File: src/rtl/shift_add_mult_16bit_pkg.sv
// Shared definitions for the sequential shift-and-add multiplier.
package shift_add_mult_16bit_pkg;

  // Operand width, fixed to match cla_16bit
  localparam int unsigned Width = 16;

  // Counter value during the sixteenth (final) iteration
  localparam logic [4:0] IterLast = 5'd15;

  typedef enum logic [1:0] {
    StIdle = 2'd0,
    StCalc = 2'd1,
    StDone = 2'd2
  } state_e;

  // Addend for one iteration: the multiplicand when the current multiplier bit is set
  function automatic logic [Width-1:0] partial_addend(input logic [Width-1:0] mcand,
                                                      input logic             qbit);
    return qbit ? mcand : '0;
  endfunction

endpackage

File: src/rtl/cla_16bit.sv
// 16-bit carry-lookahead adder: four 4-bit groups joined by a group-level lookahead.
module cla_16bit (
  input  logic [15:0] a,
  input  logic [15:0] b,
  input  logic        cin,
  output logic [15:0] s,
  output logic        cout
);

  logic [15:0] g;
  logic [15:0] p;
  logic [15:0] c;
  logic [3:0]  gg;
  logic [3:0]  gp;
  logic [4:0]  gc;

  // Bit and group generate/propagate, group carries, then per-bit carries and sum
  always_comb begin
    g = a & b;
    p = a ^ b;

    for (int grp = 0; grp < 4; grp++) begin
      gg[grp] = g[4*grp+3]
              | (p[4*grp+3] & g[4*grp+2])
              | (p[4*grp+3] & p[4*grp+2] & g[4*grp+1])
              | (p[4*grp+3] & p[4*grp+2] & p[4*grp+1] & g[4*grp]);
      gp[grp] = &p[4*grp +: 4];
    end

    gc[0] = cin;
    gc[1] = gg[0] | (gp[0] & cin);
    gc[2] = gg[1] | (gp[1] & gg[0]) | (gp[1] & gp[0] & cin);
    gc[3] = gg[2] | (gp[2] & gg[1]) | (gp[2] & gp[1] & gg[0])
          | (gp[2] & gp[1] & gp[0] & cin);
    gc[4] = gg[3] | (gp[3] & gg[2]) | (gp[3] & gp[2] & gg[1])
          | (gp[3] & gp[2] & gp[1] & gg[0]) | (gp[3] & gp[2] & gp[1] & gp[0] & cin);

    for (int i = 0; i < 16; i++) begin
      if ((i % 4) == 0) begin
        c[i] = gc[i/4];
      end else begin
        c[i] = g[i-1] | (p[i-1] & c[i-1]);
      end
    end

    s    = p ^ c;
    cout = gc[4];
  end

endmodule

File: src/rtl/shift_add_mult_16bit.sv
// Sequential 16x16 unsigned shift-and-add multiplier, one iteration per cycle through cla_16bit.
module shift_add_mult_16bit
  import shift_add_mult_16bit_pkg::*;
(
  input  logic              clk,
  input  logic              rst_n,
  input  logic              start,
  input  logic [Width-1:0]  a,
  input  logic [Width-1:0]  b,
  output logic              busy,
  output logic              done,
  output logic [2*Width-1:0] product
);

  state_e           state_q;
  logic [Width-1:0] m_q;
  logic [Width-1:0] acc_q;
  logic [Width-1:0] q_q;
  logic [4:0]       cnt_q;
  logic             busy_q;
  logic             done_q;

  logic [Width-1:0] add_b;
  logic [Width-1:0] sum;
  logic             add_cout;

  assign add_b = partial_addend(m_q, q_q[0]);

  cla_16bit u_adder (
    .a    (acc_q),
    .b    (add_b),
    .cin  (1'b0),
    .s    (sum),
    .cout (add_cout)
  );

  // FSM, iteration counter and A/Q shift registers; busy and done are registered with the state
  always_ff @(posedge clk or negedge rst_n) begin
    if (!rst_n) begin
      state_q <= StIdle;
      m_q     <= '0;
      acc_q   <= '0;
      q_q     <= '0;
      cnt_q   <= '0;
      busy_q  <= 1'b0;
      done_q  <= 1'b0;
    end else begin
      case (state_q)
        StIdle: begin
          if (start) begin
            m_q     <= a;
            q_q     <= b;
            acc_q   <= '0;
            cnt_q   <= '0;
            busy_q  <= 1'b1;
            state_q <= StCalc;
          end
        end
        StCalc: begin
          // Carry-out lands in A[15]; the sum LSB shifts into the top of Q
          acc_q <= {add_cout, sum[Width-1:1]};
          q_q   <= {sum[0], q_q[Width-1:1]};
          cnt_q <= cnt_q + 5'd1;
          if (cnt_q == IterLast) begin
            done_q  <= 1'b1;
            state_q <= StDone;
          end
        end
        StDone: begin
          done_q  <= 1'b0;
          busy_q  <= 1'b0;
          state_q <= StIdle;
        end
        default: begin
          done_q  <= 1'b0;
          busy_q  <= 1'b0;
          state_q <= StIdle;
        end
      endcase
    end
  end

  assign busy    = busy_q;
  assign done    = done_q;
  assign product = {acc_q, q_q};

endmodule

File: config.mk
export PLATFORM = sky130hd
export DESIGN_NAME = shift_add_mult_16bit
export DESIGN_NICKNAME = d
export VERILOG_FILES = /design/src/rtl/shift_add_mult_16bit_pkg.sv /design/src/rtl/cla_16bit.sv /design/src/rtl/shift_add_mult_16bit.sv
export SDC_FILE = /design/constraint.sdc
export NUM_CORES = 1
export LEC_CHECK = 0
export ABC_AREA = 0
export CORE_MARGIN = 4
export CORE_UTILIZATION = 55
export CTS_CLUSTER_DIAMETER = 60
export DETAILED_ROUTE_END_ITERATION = 10
export PLACE_DENSITY = 0.83
export SETUP_SLACK_MARGIN = 0.3
export SYNTH_ARGS = -nofsm -noshare
export SYNTH_HDL_FRONTEND = slang
export SYNTH_HIERARCHICAL = 1
export SYNTH_SLANG_ARGS = --single-unit
File: constraint.sdc
create_clock -name clk -period 5.9 [get_ports clk]
set_input_delay 1.18 -clock clk [delete_from_list [all_inputs] [get_ports clk]]
set_output_delay 1.18 -clock clk [all_outputs]
set_load 0.05 [all_outputs]
==> reports/results.ini, run 1 <==
[detailed_routing]
first_iter_violations=108
drt.antenna.violating_nets=0
vias=2315
drcViolationCount=0
drt-total-wl_mm=6.894
dr.pass1.iters=4
viasPerCell=5.214
wl_per_cell_um=15.53

[setup_path]
crit_type=flip-flop to flip-flop
rr_worst_depth=11
worst-path-buf-inv=0
slowest_delay_ns=0.61
critPathMaxFanout=18
crit_chain=and2_1, ha_1, a21oi_1, nor2b_1, nor3_1, o21ai_0, fa_1, fa_1, fa_1, xor2_1, a22o_1
critPathTopFamily=adder cells
worstReg2RegEnd=acc_q[10]
crit_top_cell=fa_1
crit_path_start_kind=flip-flop
crit_path_end_kind=flip-flop
arrival_ns=3.70
slowest_stage=dfrtp_1
worstReg2RegStart=q_q[0]
ff2ff_setup_slack_ns=2.43
required_ns=6.13

[global_route]
grt.met1_usage_pct=26.83
grt_usage_pct=21.75
grt_pass1_wl_mm=11.93
grt_busiest_layer=met2
grt-ovfl-total=0
antenna_found_initial=0
grtUsageMet3_pct=8.036
grt_max_degree=58
grt_pass1_vias=2453
grtUsageMet2_pct=35.64

[clocking]
clock_path_buffers=2
clk_latency_ns=0.34
h-tree-depth=3
cts_tree=done
cts_sinks=57
cts_resized=0
cts_buffers=9
clkTransAtPathRegs_ns=0.07
cts_root_buf=clkbuf_8
hold_buffers=0
postCtsSetupBuffers=0

[floorplan]
die_x_um=83.25
coreArea_um2=5507
io_pins=69
die_area_um2=6930
die_h_um=83.25
rows=27
start_util_pct=56.56

[hold_path]
hold_class=flip-flop to flip-flop
min_from=m_q[13]
hold_path_depth=2
worstHoldEndpoint=m_q[13]

[sta]
finalMaxSlewViolations=0
post-route-period-util_pct=58.84
rsz0062_at_grt=false
setup_tns_ns=0
period_minus_slack_ns=3.471
worst_slew_pin_slew_ns=1.172
setup-violations-final=0
holdWs_ns=0.4729
hold_viol_final=0
finClkSkew_ns=0.01133
setup_ws_ns=2.429
fmax_mhz=288.1
slew-limit-headroom_pct=21.55

[place]
gp_congestion=0.7772
dp_hpwl_mm=4.839
placed_area_um2=3817
portBuffers=68
post-place-ws_ns=2.504

[power_and_ir_drop]
p_leak_nw=1.969
p_per_area_nw_per_um2=638.0
ir_drop_v=0.0004953

[synth]
ys.flop_type=dfrtp_1
ys_seq_area_share_pct=45.80
ys_ff_latch=57
synth_cell_type_count=38
synth_edf_count=0
synth-async-reset-ratio_pct=100.0
syn_inst=299
syn_avg_cell_area_um2=10.42
yosys_warnings=6
syn-cell-area_um2=3114

[cells_and_area]
mostFrequentLayoutCell=nand2_1
layout.nets=432
stdcell_area_um2=4021
drive_above_1_share_pct=6.452
diodes=0
mostFrequentLayoutCells=70 x nand2_1, 67 x clkdlybuf4s50_1, 57 x dfrtp_1
area_growth_pct=29.13

[status]
status=finished, final reports clean

[run]
max_cap_violations=0

where the power goes:
| part | switching [mW] | total, mW | internal [mW] |
|---|---|---|---|
| Sequential | 0.174 | 0.757 | 0.583 |
| Combinational | 0.859 | 1.44 | 0.580 |
| Clock | 0.164 | 0.370 | 0.207 |
cell usage after synthesis (3+ instances only):
master / instances / area share [%]
nor2_1: 5 / 0.60
buf_2: 7 / 1.1
nor2b_1: 3 / 0.60
ha_1: 18 / 7.2
a22o_1: 17 / 4.8
o21ai_0: 13 / 2.1
nand2_1: 70 / 8.4
and2_1: 17 / 3.4
inv_1: 17 / 2.0
mux2i_1: 18 / 5.8
a21oi_1: 6 / 0.96
dfrtp_1: 57 / 46
o21ai_1: 9 / 1.4
fa_1: 12 / 7.7
routing by layer:
layer	vias up	wire (µm)
met3	11	341
met5	-	0
met4	0	97
met1	1114	2936
met2	57	3519
li1	1133	-
worst register-to-register path: stages, from the launching register on:
cell and delay (ns):
dfrtp_1 0.61, and2_1 0.25, ha_1 0.26, a21oi_1 0.19, nor2b_1 0.09, nor3_1 0.20
o21ai_0 0.18, fa_1 0.42, fa_1 0.39, fa_1 0.38, xor2_1 0.17, a22o_1 0.22
flip-flops by register name, indices dropped and copies added (netlist names):
| register | flops |
|---|---|
| acc_q | 16 |
| busy | 1 |
| cnt_q | 5 |
| done | 1 |
| m_q | 16 |
| q_q | 16 |
| state_q | 2 |
kinds of logic (layout without fill, tap and decap cells):
kind of cell / count (synthesis) / after routing / share of synthesized area (%)
adders and majority gates: 30 / 30 / 14.95
and+or+nand+nor: 107 / 107 / 16.07
AOI/OAI and AO/OA: 52 / 52 / 11.21
other: 1 / 2 / 0.1204
muxes: 18 / 18 / 5.785
xor gates and xnor gates: 4 / 4 / 1.125
DFF: 57 / 57 / 45.80
buffers and inverters: 30 / 102 / 4.941
worst max-delay path by stage:
stage | startpoint | slack [ns] | to | cells past startpoint
floorplan | q_q[0] | 2.45 | acc_q[14] | 12
global placement | q_q[0] | 2.64 | acc_q[14] | 11
detailed placement | q_q[0] | 2.50 | acc_q[10] | 11
CTS | q_q[0] | 2.41 | acc_q[10] | 11
global route | q_q[0] | 2.27 | acc_q[10] | 11
finish | q_q[0] | 2.43 | acc_q[10] | 11
stage by stage:
stage | total power, mW | instances | util, %
floorplan | 1.782 | 300 | -
global placement | 2.146 | 428 | 69.33
detailed placement | 2.205 | 428 | 69.33
CTS | 2.594 | 444 | 73.03
global route | 2.755 | 444 | 73.03
finish | 2.566 | 444 | 73.03
area by class of cell:
type | instances | area, µm²
repair buffers | 69 | 683.2
flip-flops and latches | 57 | 1426
inverters | 17 | 63.81
clock buffers | 10 | 137.6
clock inverters | 6 | 66.31
well taps | 72 | 90.09
fillers | 413 | 1485
multi-input cells | 213 | 1554
(Power assumes the default switching activity.)
==> run 2, diff against run 1 <==
--- a/config.mk
+++ b/config.mk
@@ -7,10 +7,10 @@
 export LEC_CHECK = 0
 export ABC_AREA = 0
 export CORE_MARGIN = 4
-export CORE_UTILIZATION = 55
+export CORE_UTILIZATION = 51
 export CTS_CLUSTER_DIAMETER = 60
 export DETAILED_ROUTE_END_ITERATION = 10
-export PLACE_DENSITY = 0.83
+export PLACE_DENSITY = 0.78
 export SETUP_SLACK_MARGIN = 0.3
 export SYNTH_ARGS = -nofsm -noshare
 export SYNTH_HDL_FRONTEND = slang
==> constraint.sdc (replaced) <==
create_clock -name clk -period 3.4 [get_ports clk]
set_input_delay 0.68 -clock clk [delete_from_list [all_inputs] [get_ports clk]]
set_output_delay 0.68 -clock clk [all_outputs]
set_load 0.05 [all_outputs]
==> reports/results.ini, run 2 (synthesized netlist as in run 1, its figures left out) <==
[clocking]
cts_sinks=57
clkTransAtPathRegs_ns=0.06
cts_buffers=9
h-tree-depth=3
cts_tree=done
cts_root_buf=clkbuf_8
clk_latency_ns=0.33
clock_path_buffers=2

[power_and_ir_drop]
internal_power_mw=2.595
finalPower_mw=4.780
power.share.clock_pct=13.7
p_comb_share_pct=58.3
p_sw_share_pct=45.71
p_leak_nw=2.036
ir_drop_v=0.0006875
p_per_area_nw_per_um2=1123
seqPwrFrac_pct=28.0
power_switching_mw=2.185

[setup_path]
arrival_ns=3.31
slowest_delay_ns=0.48
required_ns=3.62
slowest_stage=dfrtp_2
setup.worst_path.start=q_q[0]
crit_path_end=acc_q[14]
ff2ff_setup_slack_ns=0.31
worstReg2RegStart=q_q[0]
crit_top_cell=fa_2
worstReg2RegEnd=acc_q[14]
critPathMaxFanout=7
crit_path_end_kind=flip-flop
rr_worst_depth=12
crit_type=flip-flop to flip-flop
crit_chain=buf_6, and2_4, ha_4, a21oi_2, nor2b_2, o31ai_2, nand3_2, fa_2, fa_2, fa_2, xor2_1, a22o_1
crit_path_start_kind=flip-flop

[floorplan]
start_util_pct=52.60
rows=28
io_pins=69
coreArea_um2=5921
die_area_um2=7421
die_h_um=86.15
die_x_um=86.15

[hold_path]
hold_class=flip-flop to flip-flop

[detailed_routing]
wl_per_cell_um=16.28
dr.pass1.iters=5
vias=2422
drt-total-wl_mm=7.456
drcViolationCount=0
drt.antenna.violating_nets=0
viasPerCell=5.288
first_iter_violations=104

[global_route]
grt-ovfl-total=0
grt_pass1_vias=2501
grt_max_degree=49
grt_usage_pct=20.96
grt_pass1_wl_mm=11.99
antenna_found_initial=0

[cells_and_area]
final_core_util_pct=71.87
area_growth_pct=36.64
mostFrequentLayoutCell=nand2_1
layout.nets=443
diodes=0
drive_above_1_share_pct=15.67
top_regs=acc_q: 16 flops, m_q: 16 flops, q_q: 16 flops
mostFrequentLayoutCells=70 x nand2_1, 67 x clkdlybuf4s50_1, 56 x dfrtp_1

[sta]
holdWs_ns=0.4714
finalMaxSlewViolations=0
setup-violations-final=0
finClkSkew_ns=0.008971
rsz0062_at_grt=true
period_minus_slack_ns=3.094
slew-limit-headroom_pct=29.64
setup_tns_ns=0
fmax_mhz=323.2
hold_viol_final=0
worst_slew_pin_slew_ns=1.055
post-route-period-util_pct=91.01

[place]
dp_hpwl_mm=4.873
gp_congestion=0.8774
portBuffers=68

[run]
max_cap_violations=0

[status]
status=finished, final reports clean

-- run 2: cell types whose count changed in the layout (fill, tap and decap cells not counted), sizes merged --
cell	previous run	this run
buf	2	13
inv	18	17
clkinvlp	3	0
clkbuf	10	14
-- run 2: layer usage --
metal	up-vias	global-route usage, %	wire length [µm]
met5	-	0	0
met4	0	7.482	122
met3	13	5.572	332
met2	64	34.97	3873
met1	1191	26.22	3128
li1	1154	-	-
-- run 2: layout make-up --
cell class	instances	area (µm²)
multi-input combinational	213	1689
fill	439	1665
sequential	57	1428
timing repair buffer	80	773.2
clock buffer	14	172.7
tap	75	93.84
inverter	17	63.81
clock inverter	2	35.03
-- run 2: stage by stage --
step	instance area [µm²]	cells	setup slack (ns)
floorplan	3137	300	0.2738
global placement	3867	436	0.2453
detailed placement	3867	436	0.1794
CTS	4133	456	0.2906
global route	4255	458	0.2126
finish	4255	458	0.3056
-- run 2: how the worst min path moves through the flow --
stage	from	end	slack (ns)	cells past startpoint
2_1_floorplan	rst_n	acc_q[0]	0.38	0
3_3_place_gp	m_q[12]	m_q[12]	0.45	2
3_5_place_dp	m_q[12]	m_q[12]	0.46	2
4_1_cts	m_q[9]	m_q[9]	0.47	2
5_1_grt	m_q[9]	m_q[9]	0.51	2
6_report	m_q[14]	m_q[14]	0.47	2
-- run 2: what timing repair did --
item / in CTS / in global routing
gates resized for setup: 8 / 22
endpoints found under the setup margin: 4 / 5
buffers inserted: 4 / 2
hold endpoints to repair: 0 / 0
pin swaps: 0 / 9
hold buffers: 0 / 0
-- run 2: power by group through the flow --
| stage | logic [mW] | registers [mW] | clock network (mW) |
|---|---|---|---|
| floorplan | 1.21 | 1.90 | 0 |
| global placement | 2.44 | 1.32 | 0 |
| detailed placement | 2.52 | 1.33 | 0 |
| CTS | 2.63 | 1.31 | 0.673 |
| global route | 3.02 | 1.39 | 0.709 |
| finish | 2.79 | 1.34 | 0.656 |
-- run 2: critical path, delay by kind of cell (launching register included) --
kind	cells	cell delay (ns)
xor+xnor	1	0.14
simple gates	3	0.37
fa+ha+maj	4	1.26
compound gates	3	0.58
flops	1	0.48
buf+inv	1	0.16
==> run 3, diff against run 2 <==
--- a/config.mk
+++ b/config.mk
@@ -16,3 +16,4 @@
 export SYNTH_HDL_FRONTEND = slang
 export SYNTH_HIERARCHICAL = 1
 export SYNTH_SLANG_ARGS = --single-unit
+export TNS_END_PERCENT = 50
==> results of run 3 <==
No change in the layout: final DEF, timing and power equal those of run 2.
